--- src/rtl/uart_tx_arb_if.sv ---
// -----------------------------------------------------------------------------
// uart_tx_arb_if
//
// Bundles the requester-side handshake and the transmitter-side handshake of
// the shared UART TX arbiter.
//
//   req       requester -> arb   per-requester byte request (level)
//   req_data  requester -> arb   byte of requester i on bits [8i+7:8i]
//   req_lock  requester -> arb   keep grant for back-to-back bytes
//                                (exists only when UART_ARB_LOCK_EN is defined)
//   gnt       arb -> requester   one-hot, one-cycle "byte accepted" pulse
//   tx_start  arb -> TX          one-cycle start strobe
//   tx_data   arb -> TX          byte to transmit, held until the next issue
//   tx_busy   TX  -> arb         transmitter busy, start bit through stop bit
//   owner     arb -> observers   index of the requester currently/last served
//   arb_idle  arb -> observers   arbiter is in IDLE
//   err_to    arb -> observers   tx_busy never rose after tx_start
//
// Modports: master = the arbiter, slave = the requesters/transmitter side.
// Optional feature macro: UART_ARB_LOCK_EN.
// -----------------------------------------------------------------------------
interface uart_tx_arb_if #(
  parameter int N_REQ = 4,
  parameter int IDX_W = 2
);

  logic [N_REQ-1:0]   req;
  logic [8*N_REQ-1:0] req_data;
`ifdef UART_ARB_LOCK_EN
  logic [N_REQ-1:0]   req_lock;
`endif
  logic [N_REQ-1:0]   gnt;
  logic               tx_start;
  logic [7:0]         tx_data;
  logic               tx_busy;
  logic [IDX_W-1:0]   owner;
  logic               arb_idle;
  logic               err_to;

`ifdef UART_ARB_LOCK_EN
  modport master (
    input  req, req_data, req_lock, tx_busy,
    output gnt, tx_start, tx_data, owner, arb_idle, err_to
  );

  modport slave (
    output req, req_data, req_lock, tx_busy,
    input  gnt, tx_start, tx_data, owner, arb_idle, err_to
  );
`else
  modport master (
    input  req, req_data, tx_busy,
    output gnt, tx_start, tx_data, owner, arb_idle, err_to
  );

  modport slave (
    output req, req_data, tx_busy,
    input  gnt, tx_start, tx_data, owner, arb_idle, err_to
  );
`endif

endinterface

--- src/rtl/uart_tx_arb.sv ---
// -----------------------------------------------------------------------------
// uart_tx_arb
//
// Round-robin arbiter sharing one UART transmitter among N_REQ byte
// requesters. One requester is selected per byte; its byte is latched and
// handed to the transmitter with a one-cycle start strobe, and the frame is
// tracked via tx_busy until it completes. If tx_busy does not rise within
// BUSY_TO cycles of the strobe, err_to pulses and the arbiter gives up on
// that byte (the requester was already granted and is not retried).
//
// Parameters
//   N_REQ    number of requesters (2..8)
//   IDX_W    owner index width, ceil(log2(N_REQ))
//   BUSY_TO  cycles allowed between tx_start and tx_busy rising (1..255)
//
// Ports
//   sys_clk  system clock, single domain, rising edge
//   rst_n    synchronous active-low reset
//   bus      uart_tx_arb_if.master (req/req_data[/req_lock]/tx_busy in,
//            gnt/tx_start/tx_data/owner/arb_idle/err_to out)
//
// Optional feature macro: UART_ARB_LOCK_EN
//   defined   : a requester holding req_lock[owner] keeps the transmitter for
//               back-to-back bytes; the next byte issues straight from
//               WAIT_DONE, one cycle earlier than an unlocked issue.
//   undefined : every byte goes back through IDLE and round-robin.
// -----------------------------------------------------------------------------
module uart_tx_arb #(
  parameter int N_REQ   = 4,
  parameter int IDX_W   = 2,
  parameter int BUSY_TO = 16
) (
  input  logic          sys_clk,
  input  logic          rst_n,
  uart_tx_arb_if.master bus
);

  typedef enum logic [1:0] {
    IDLE      = 2'd0,
    ISSUE     = 2'd1,
    WAIT_BUSY = 2'd2,
    WAIT_DONE = 2'd3
  } state_t;

  // Last counter value before giving up on tx_busy.
  localparam logic [7:0]       TO_LAST   = 8'(BUSY_TO - 1);
  // Pointer starts at the last requester so requester 0 is searched first.
  localparam logic [IDX_W-1:0] PTR_RESET = IDX_W'(N_REQ - 1);

  state_t             state_q, state_d;
  logic [IDX_W-1:0]   ptr_q, ptr_d;
  logic [IDX_W-1:0]   owner_q, owner_d;
  logic [7:0]         cnt_q, cnt_d;
  logic [7:0]         tx_data_q, tx_data_d;
  logic [N_REQ-1:0]   gnt_q, gnt_d;
  logic               tx_start_q, tx_start_d;
  logic               err_to_c;
  logic [IDX_W-1:0]   rr_win;

  // Round-robin pick: search ptr+1, ptr+2, ... modulo N_REQ. Walking the
  // search order backwards and overwriting leaves the first set bit in the
  // result. Only meaningful when at least one request bit is set.
  function automatic logic [IDX_W-1:0] rr_pick(
    input logic [IDX_W-1:0] ptr,
    input logic [N_REQ-1:0] r
  );
    logic [IDX_W-1:0] win;
    int               idx;
    win = ptr;
    for (int i = N_REQ; i >= 1; i--) begin
      idx = (int'(ptr) + i) % N_REQ;
      if (r[idx]) begin
        win = IDX_W'(idx);
      end
    end
    return win;
  endfunction

  // Byte slice of requester idx out of the packed request data bus.
  function automatic logic [7:0] byte_of(
    input logic [8*N_REQ-1:0] data,
    input logic [IDX_W-1:0]   idx
  );
    return data[8*int'(idx) +: 8];
  endfunction

  // One-hot grant vector for requester idx.
  function automatic logic [N_REQ-1:0] onehot(input logic [IDX_W-1:0] idx);
    logic [N_REQ-1:0] v;
    v = '0;
    v[idx] = 1'b1;
    return v;
  endfunction

  assign rr_win = rr_pick(ptr_q, bus.req);

  always_comb begin
    state_d    = state_q;
    ptr_d      = ptr_q;
    owner_d    = owner_q;
    cnt_d      = cnt_q;
    tx_data_d  = tx_data_q;
    gnt_d      = '0;
    tx_start_d = 1'b0;
    err_to_c   = 1'b0;

    unique case (state_q)
      IDLE: begin
        // A busy transmitter (e.g. still finishing a frame that was in
        // flight across a reset) blocks issue; no timeout runs here.
        if ((|bus.req) && !bus.tx_busy) begin
          ptr_d      = rr_win;
          owner_d    = rr_win;
          tx_data_d  = byte_of(bus.req_data, rr_win);
          gnt_d      = onehot(rr_win);
          tx_start_d = 1'b1;
          state_d    = ISSUE;
        end
      end

      ISSUE: begin
        cnt_d   = '0;
        state_d = WAIT_BUSY;
      end

      WAIT_BUSY: begin
        // err_to is decided in the same cycle the counter hits its limit so
        // the pulse lands exactly BUSY_TO cycles after tx_start.
        if (bus.tx_busy) begin
          state_d = WAIT_DONE;
        end else if (cnt_q == TO_LAST) begin
          err_to_c = 1'b1;
          state_d  = IDLE;
        end else begin
          cnt_d = cnt_q + 8'd1;
        end
      end

      WAIT_DONE: begin
        if (!bus.tx_busy) begin
`ifdef UART_ARB_LOCK_EN
          // Locked owner with another byte ready: reissue without passing
          // through IDLE, bypassing the round-robin search.
          if (bus.req[owner_q] && bus.req_lock[owner_q]) begin
            ptr_d      = owner_q;
            tx_data_d  = byte_of(bus.req_data, owner_q);
            gnt_d      = onehot(owner_q);
            tx_start_d = 1'b1;
            state_d    = ISSUE;
          end else begin
            state_d = IDLE;
          end
`else
          state_d = IDLE;
`endif
        end
      end

      default: begin
        state_d = IDLE;
      end
    endcase
  end

  always_ff @(posedge sys_clk) begin
    if (!rst_n) begin
      state_q    <= IDLE;
      ptr_q      <= PTR_RESET;
      owner_q    <= '0;
      cnt_q      <= '0;
      tx_data_q  <= 8'h00;
      gnt_q      <= '0;
      tx_start_q <= 1'b0;
    end else begin
      state_q    <= state_d;
      ptr_q      <= ptr_d;
      owner_q    <= owner_d;
      cnt_q      <= cnt_d;
      tx_data_q  <= tx_data_d;
      gnt_q      <= gnt_d;
      tx_start_q <= tx_start_d;
    end
  end

  assign bus.gnt      = gnt_q;
  assign bus.tx_start = tx_start_q;
  assign bus.tx_data  = tx_data_q;
  assign bus.owner    = owner_q;
  assign bus.arb_idle = (state_q == IDLE);
  assign bus.err_to   = err_to_c;

endmodule

--- src/flat_wrapper.sv ---
// flat-port wrapper written by rule: the top's interface ports become plain ports
module uart_tx_arb_flat 
#(
  parameter int N_REQ   = 4,
  parameter int IDX_W   = 2,
  parameter int BUSY_TO = 16
)
  (sys_clk, rst_n, bus_req, bus_req_data, bus_tx_busy, bus_gnt, bus_tx_start, bus_tx_data, bus_owner, bus_arb_idle, bus_err_to);
  uart_tx_arb_if #(.N_REQ(N_REQ), .IDX_W(IDX_W)) bus_i ();
  input  logic sys_clk;
  input  logic rst_n;
  input wire logic [$bits(bus_i.req)-1:0] bus_req;
  input wire logic [$bits(bus_i.req_data)-1:0] bus_req_data;
  input wire logic [$bits(bus_i.tx_busy)-1:0] bus_tx_busy;
  output wire logic [$bits(bus_i.gnt)-1:0] bus_gnt;
  output wire logic [$bits(bus_i.tx_start)-1:0] bus_tx_start;
  output wire logic [$bits(bus_i.tx_data)-1:0] bus_tx_data;
  output wire logic [$bits(bus_i.owner)-1:0] bus_owner;
  output wire logic [$bits(bus_i.arb_idle)-1:0] bus_arb_idle;
  output wire logic [$bits(bus_i.err_to)-1:0] bus_err_to;
  assign bus_i.req = bus_req;
  assign bus_i.req_data = bus_req_data;
  assign bus_i.tx_busy = bus_tx_busy;
  assign bus_gnt = bus_i.gnt;
  assign bus_tx_start = bus_i.tx_start;
  assign bus_tx_data = bus_i.tx_data;
  assign bus_owner = bus_i.owner;
  assign bus_arb_idle = bus_i.arb_idle;
  assign bus_err_to = bus_i.err_to;
  uart_tx_arb #(.N_REQ(N_REQ), .IDX_W(IDX_W), .BUSY_TO(BUSY_TO)) u_core (.sys_clk(sys_clk), .rst_n(rst_n), .bus(bus_i));
endmodule
--- config.mk ---
export PLATFORM = sky130hd
export DESIGN_NAME = uart_tx_arb_flat
export DESIGN_NICKNAME = d
export VERILOG_FILES = /design/src/rtl/uart_tx_arb_if.sv /design/src/rtl/uart_tx_arb.sv /design/src/flat_wrapper.sv
export SDC_FILE = /design/constraint.sdc
export NUM_CORES = 1
export LEC_CHECK = 0
export BUFFER_PORTS_ARGS = -buffer_cell sky130_fd_sc_hd__buf_4
export CORE_MARGIN = 4
export CORE_UTILIZATION = 45
export CTS_CLUSTER_DIAMETER = 120
export DETAILED_ROUTE_END_ITERATION = 10
export PLACE_DENSITY = 0.84
export SETUP_SLACK_MARGIN = 0.15
export SYNTH_ARGS = -nofsm -noshare
export SYNTH_HDL_FRONTEND = slang
export SYNTH_SLANG_ARGS = --single-unit
--- constraint.sdc ---
create_clock -name sys_clk -period 1.81 [get_ports sys_clk]
set_input_delay 0.0905 -clock sys_clk [delete_from_list [all_inputs] [get_ports sys_clk]]
set_output_delay 0.0905 -clock sys_clk [all_outputs]
set_load 0.02 [all_outputs]
* After elaboration in Yosys (flattened, before gate mapping) *
Cells that the tools add are included.

operators by class
  equal/unequal tests = 9
  reductions and logical operators = 15
  magnitude comparators = 6
  muxes and demuxes = 30
  bitwise logic cells = 4
  add/sub/neg operators = 5
  shifts and indexed selects = 1

operators by type and width
  operator                                                                              number
  32-bit by 6-bit variable part select with 8-bit output                                1
  3-bit by 4-bit less-than comparator with 1-bit output (second input constant)         4
  2-bit two-way mux                                                                     8
  8-bit two-way mux                                                                     2
  8-bit case mux with 2 select lines                                                    1
  1-bit two-way mux                                                                     13
  3-bit AND reduction                                                                   3
  8-bit by 1-bit adder with 8-bit output (second input constant)                        1
  1-bit binary-select mux with 2-bit select                                             4
  8-bit by 4-bit equality test with 1-bit output (second input constant)                1
  2-bit case mux with 4 select lines                                                    1
  2-bit OR reduction                                                                    4
  2-bit != test (second input constant)                                                 3
  2-bit by 1-bit adder with 2-bit output (second input constant)                        2
  2-bit adder (second input constant)                                                   2
  1-bit AND (first input constant)                                                      4
  2-bit equality test (second input constant)                                           2
  2-bit AND reduction                                                                   2
  4-bit OR reduction                                                                    1
  2-bit by 3-bit less-than comparator with 1-bit output (second input constant)         1
  3-bit by 2-bit != test with 1-bit output (second input constant)                      1
  1-bit demux with 2-bit select                                                         1
  2-bit by 1-bit equality test with 1-bit output (second input constant)                1
  2-bit by 1-bit greater-or-equal comparator with 1-bit output (second input constant)  1
  5 further kinds                                                                       6

word-level totals
  word-level logic and storage cells = 77
  flip-flop bits (word level) = 27
  input bits = 39
  output and inout port bits = 17

* Logic depth before layout (Yosys ltp) *
  word-level depth = 14
  depth in mapped cells = 7

* Worst setup path before layout *
OpenSTA, ideal clock, no wires.

  path type = register -> register
  from = register u_core.cnt_q[4]
  to = register u_core.cnt_q[4]
  library setup time = 0.115 ns
  setup slack = 0.145 ns
  required time = 1.695 ns
  cell stages (with the launch flop) = 6
  arrival = 1.550 ns
  cells stage by stage = dfxtp_1 -> or4_4 -> o21ai_2 -> mux2_1 -> a21oi_1 -> nor2b_1

on the way
  longest elaborated chain between the ends = 4

ends and longest elaborated chain
  element                                 line                text
  start: declaration                      uart_tx_arb.sv:53   logic [7:0] cnt_q, cnt_d;
  start signal: assignment                uart_tx_arb.sv:178  cnt_q <= cnt_d;
  8-bit by 1-bit adder with 8-bit output  uart_tx_arb.sv:135  cnt_d = cnt_q + 8'd1;
  8-bit two-way mux                       uart_tx_arb.sv:131  end else if (cnt_q == TO_LAST) begin
  8-bit two-way mux                       uart_tx_arb.sv:129  if (bus.tx_busy) begin
  8-bit case mux with 2 select lines      uart_tx_arb.sv:107  unique case (state_q)

Several ways; a longest one is shown, not always the timed one. The select of a mux whose other input is x is not followed.
A chain may end at the register's enable or synchronous reset.

* Final worst setup path *
Same ends and word-level chain as after synthesis.

==> flow_summary.ini <==
[grt]
antenna_found_initial = 0
grt_max_degree = 21
overflow = 0
grt_pass1_wl_um = 6803
grt_pass1_vias = 1437
grt_usage_pct = 20.19

[timing]
min_period_over_period_pct = 93.32
tightest_slew_ns = 0.6729
setup_viol = 0
finClkSkew_ns = 0.009368
period_minus_slack_ns = 1.689
hold_violations = 0
slew-limit-headroom_pct = 54.73
max_freq_ghz = 0.5921
slew_viol_final = 0
setup_tns_ns = 0
rsz0062_at_grt = yes

[drt]
drtIter0Drc = 63
avgRoutedWirePerCell_um = 14.45
via_per_inst = 5.331
vias = 1514
ant_nets = 0
drc = 0
routed_wirelength_um = 4103
detail_route.first_pass.iterations = 7

[placement]
portBuffers = 55
placed_cells = 274
hpwlAfterDp_um = 2948
placed_area_um2 = 1959
gp_congestion = 0.7604

[cts]
cts.path.max_buffers = 2
cts.clk_slew.worst_paths_ns = 0.14
clock_sinks = 27
cts_tree = built
clockRootBuffer = clkbuf_4
cts_made_buffers = 3
cts_htree_levels = 1
clk-insertion-delay-late_ns = 0.34

[synthesis]
ys_top_cells_by_area = dfxtp_1, o221ai_1, o2111a_1
synth_most_common_cell = dfxtp_1
async_flop_share_pct = 0
syn_area_per_cell_um2 = 8.396
synth_cells = 176
synth_seq_cells = 27
dominantRegCellSynth = dfxtp_1
synth-seq-area-share_pct = 36.58
ys_warn_count = 0
synth_top_cell_area_share_pct = 36.58
synth_nets = 216
netlist-cell-type-count = 40
synth_commonest_cells = dfxtp_1, nand2_1, inv_1
syn_area_um2 = 1478
synth-edff-count = 0
synth_top_area_cell = dfxtp_1

[finish]
final_cells = 284
synthToLayoutAreaGrowth_pct = 43.27
postLayoutCellArea_um2 = 2117
drive_gt1_share_pct = 41.67
antenna_cells = 0
fin_nets = 281
nFillCells = 261

[worst_setup_path]
path_class = register to register
critPathLaunchType = register
r2r-end = u_core.cnt_q[4]$_SDFFE_PN0P_
regToRegSetupSlack_ns = 0.12
endpoint_kind = register
cp.required_ns = 2.05
reg2reg_from = u_core.cnt_q[4]$_SDFFE_PN0P_
cp_max_fo = 2
arrival_ns = 1.93
r2r_cells = 5

[die]
rows = 20
die_w_um = 65.31
die_height_um = 65.31
core_um2 = 3103
die_area_um2 = 4265
io_pins = 56
start_util_pct = 47.62

[min_path]
hold_start = bus_tx_busy
hold_end = u_core.state_q[1]$_SDFFE_PN0P_
min_path_type = input port to register
holdPathStages = 3

[outcome]
status = finished clean

[power_and_ir_drop]
totalPowerFinal_uw = 1430
peakVddDrop_uv = 473.4
leakagePower_uw = 0.0009509
power.density_nw_per_um2 = 675.6

[run]
maxCapViolCount = 0
==> metal layers <==
metal	global-route usage, %	vias to the layer above	wire, um
met1	26.06	704	1733
met5	0	-	0
li1	-	759	-
met3	2.906	6	207
met2	33.63	45	2076
met4	8.290	0	87
==> layout make-up <==
class | count | area, um^2 | share of cell area, %
repair buffers | 70 | 541.8 | 25.59
flip-flops and latches | 27 | 548.0 | 25.89
inverters | 20 | 75.07 | 3.546
multi-input cells | 119 | 869.6 | 41.08
well taps | 44 | 55.05 | 2.600
clock inverters | 1 | 5.005 | 0.2364
clock buffers | 3 | 22.52 | 1.064
==> logic make-up (layout without fill, tap and decap cells) <==
logic type | Yosys count | after routing | share of synthesized area (%)
and+or+nand+nor | 68 | 68 | 23.71
AOI/OAI and AO/OA | 45 | 45 | 25.74
buffers and inverters | 30 | 94 | 9.991
DFF | 27 | 27 | 36.58
xor gates and xnor gates | 4 | 4 | 2.371
adders and majority gates | 1 | 1 | 0.8466
muxes | 1 | 1 | 0.7620
==> stage by stage <==
stage	utilization [%]	hold slack (ns)	worst slack [ns]
after floorplan	-	0.2360	0.1674
after global placement	63.15	0.3935	0.1025
after detailed placement	63.15	0.4076	0.01954
after CTS	65.85	0.04351	0.1535
after global routing	68.23	0.06230	0.07035
final	68.23	0.04971	0.1210
==> what timing repair did <==
action / 4_1_cts / 5_1_grt
pin swaps: 3 / 2
endpoints found under the setup margin: 11 / 16
hold buffers: 0 / 0
resized for setup: 6 / 15
buffers inserted: 5 / 1
==> power breakdown <==
part	total [uW]	internal [uW]	switching (uW)
Combinational	484	234	250
Sequential	672	639	32.6
Clock	274	83.2	190
==> critical path: stages (launching register included) <==
cell and delay [ns]:
dfxtp_2 0.35, or4_4 0.55, o21ai_4 0.14, mux2_2 0.36, a21oi_2 0.15, nor2b_1 0.05
==> cell usage in the layout (no fill, tap or decap), drive strengths merged, types with 5 or more instances in the layout <==
master,count
nor3,6
o21ai,8
o2111a,8
inv,20
dfxtp,27
and2,5
nand2,23
nor2,14
buf,70
o221ai,16
==> sequential cells by signal (all words and copies together) (netlist names) <==
register             cells
u_core.bus.gnt           4
u_core.ptr_q             2
u_core.bus.owner         2
u_core.bus.tx_start      1
u_core.state_q           2
u_core.cnt_q             8
u_core.bus.tx_data       8
==> worst max-delay path by stage <==
| stage | cells past startpoint | endpoint | start | slack (ns) |
|---|---|---|---|---|
| 5_1_grt | 5 | u_core.cnt_q[4]$_SDFFE_PN0P_ | u_core.cnt_q[4]$_SDFFE_PN0P_ | 0.07 |
| 3_3_place_gp | 4 | u_core.bus.tx_data[0]$_SDFFE_PN0P_ | u_core.state_q[1]$_SDFFE_PN0P_ | 0.10 |
| 2_1_floorplan | 5 | u_core.cnt_q[4]$_SDFFE_PN0P_ | u_core.cnt_q[4]$_SDFFE_PN0P_ | 0.17 |
| 4_1_cts | 5 | u_core.cnt_q[4]$_SDFFE_PN0P_ | u_core.cnt_q[4]$_SDFFE_PN0P_ | 0.15 |
| 3_5_place_dp | 4 | u_core.bus.tx_data[0]$_SDFFE_PN0P_ | u_core.state_q[1]$_SDFFE_PN0P_ | 0.02 |
| 6_report | 5 | u_core.cnt_q[4]$_SDFFE_PN0P_ | u_core.cnt_q[4]$_SDFFE_PN0P_ | 0.12 |
Power figures use the tool's default switching activity.
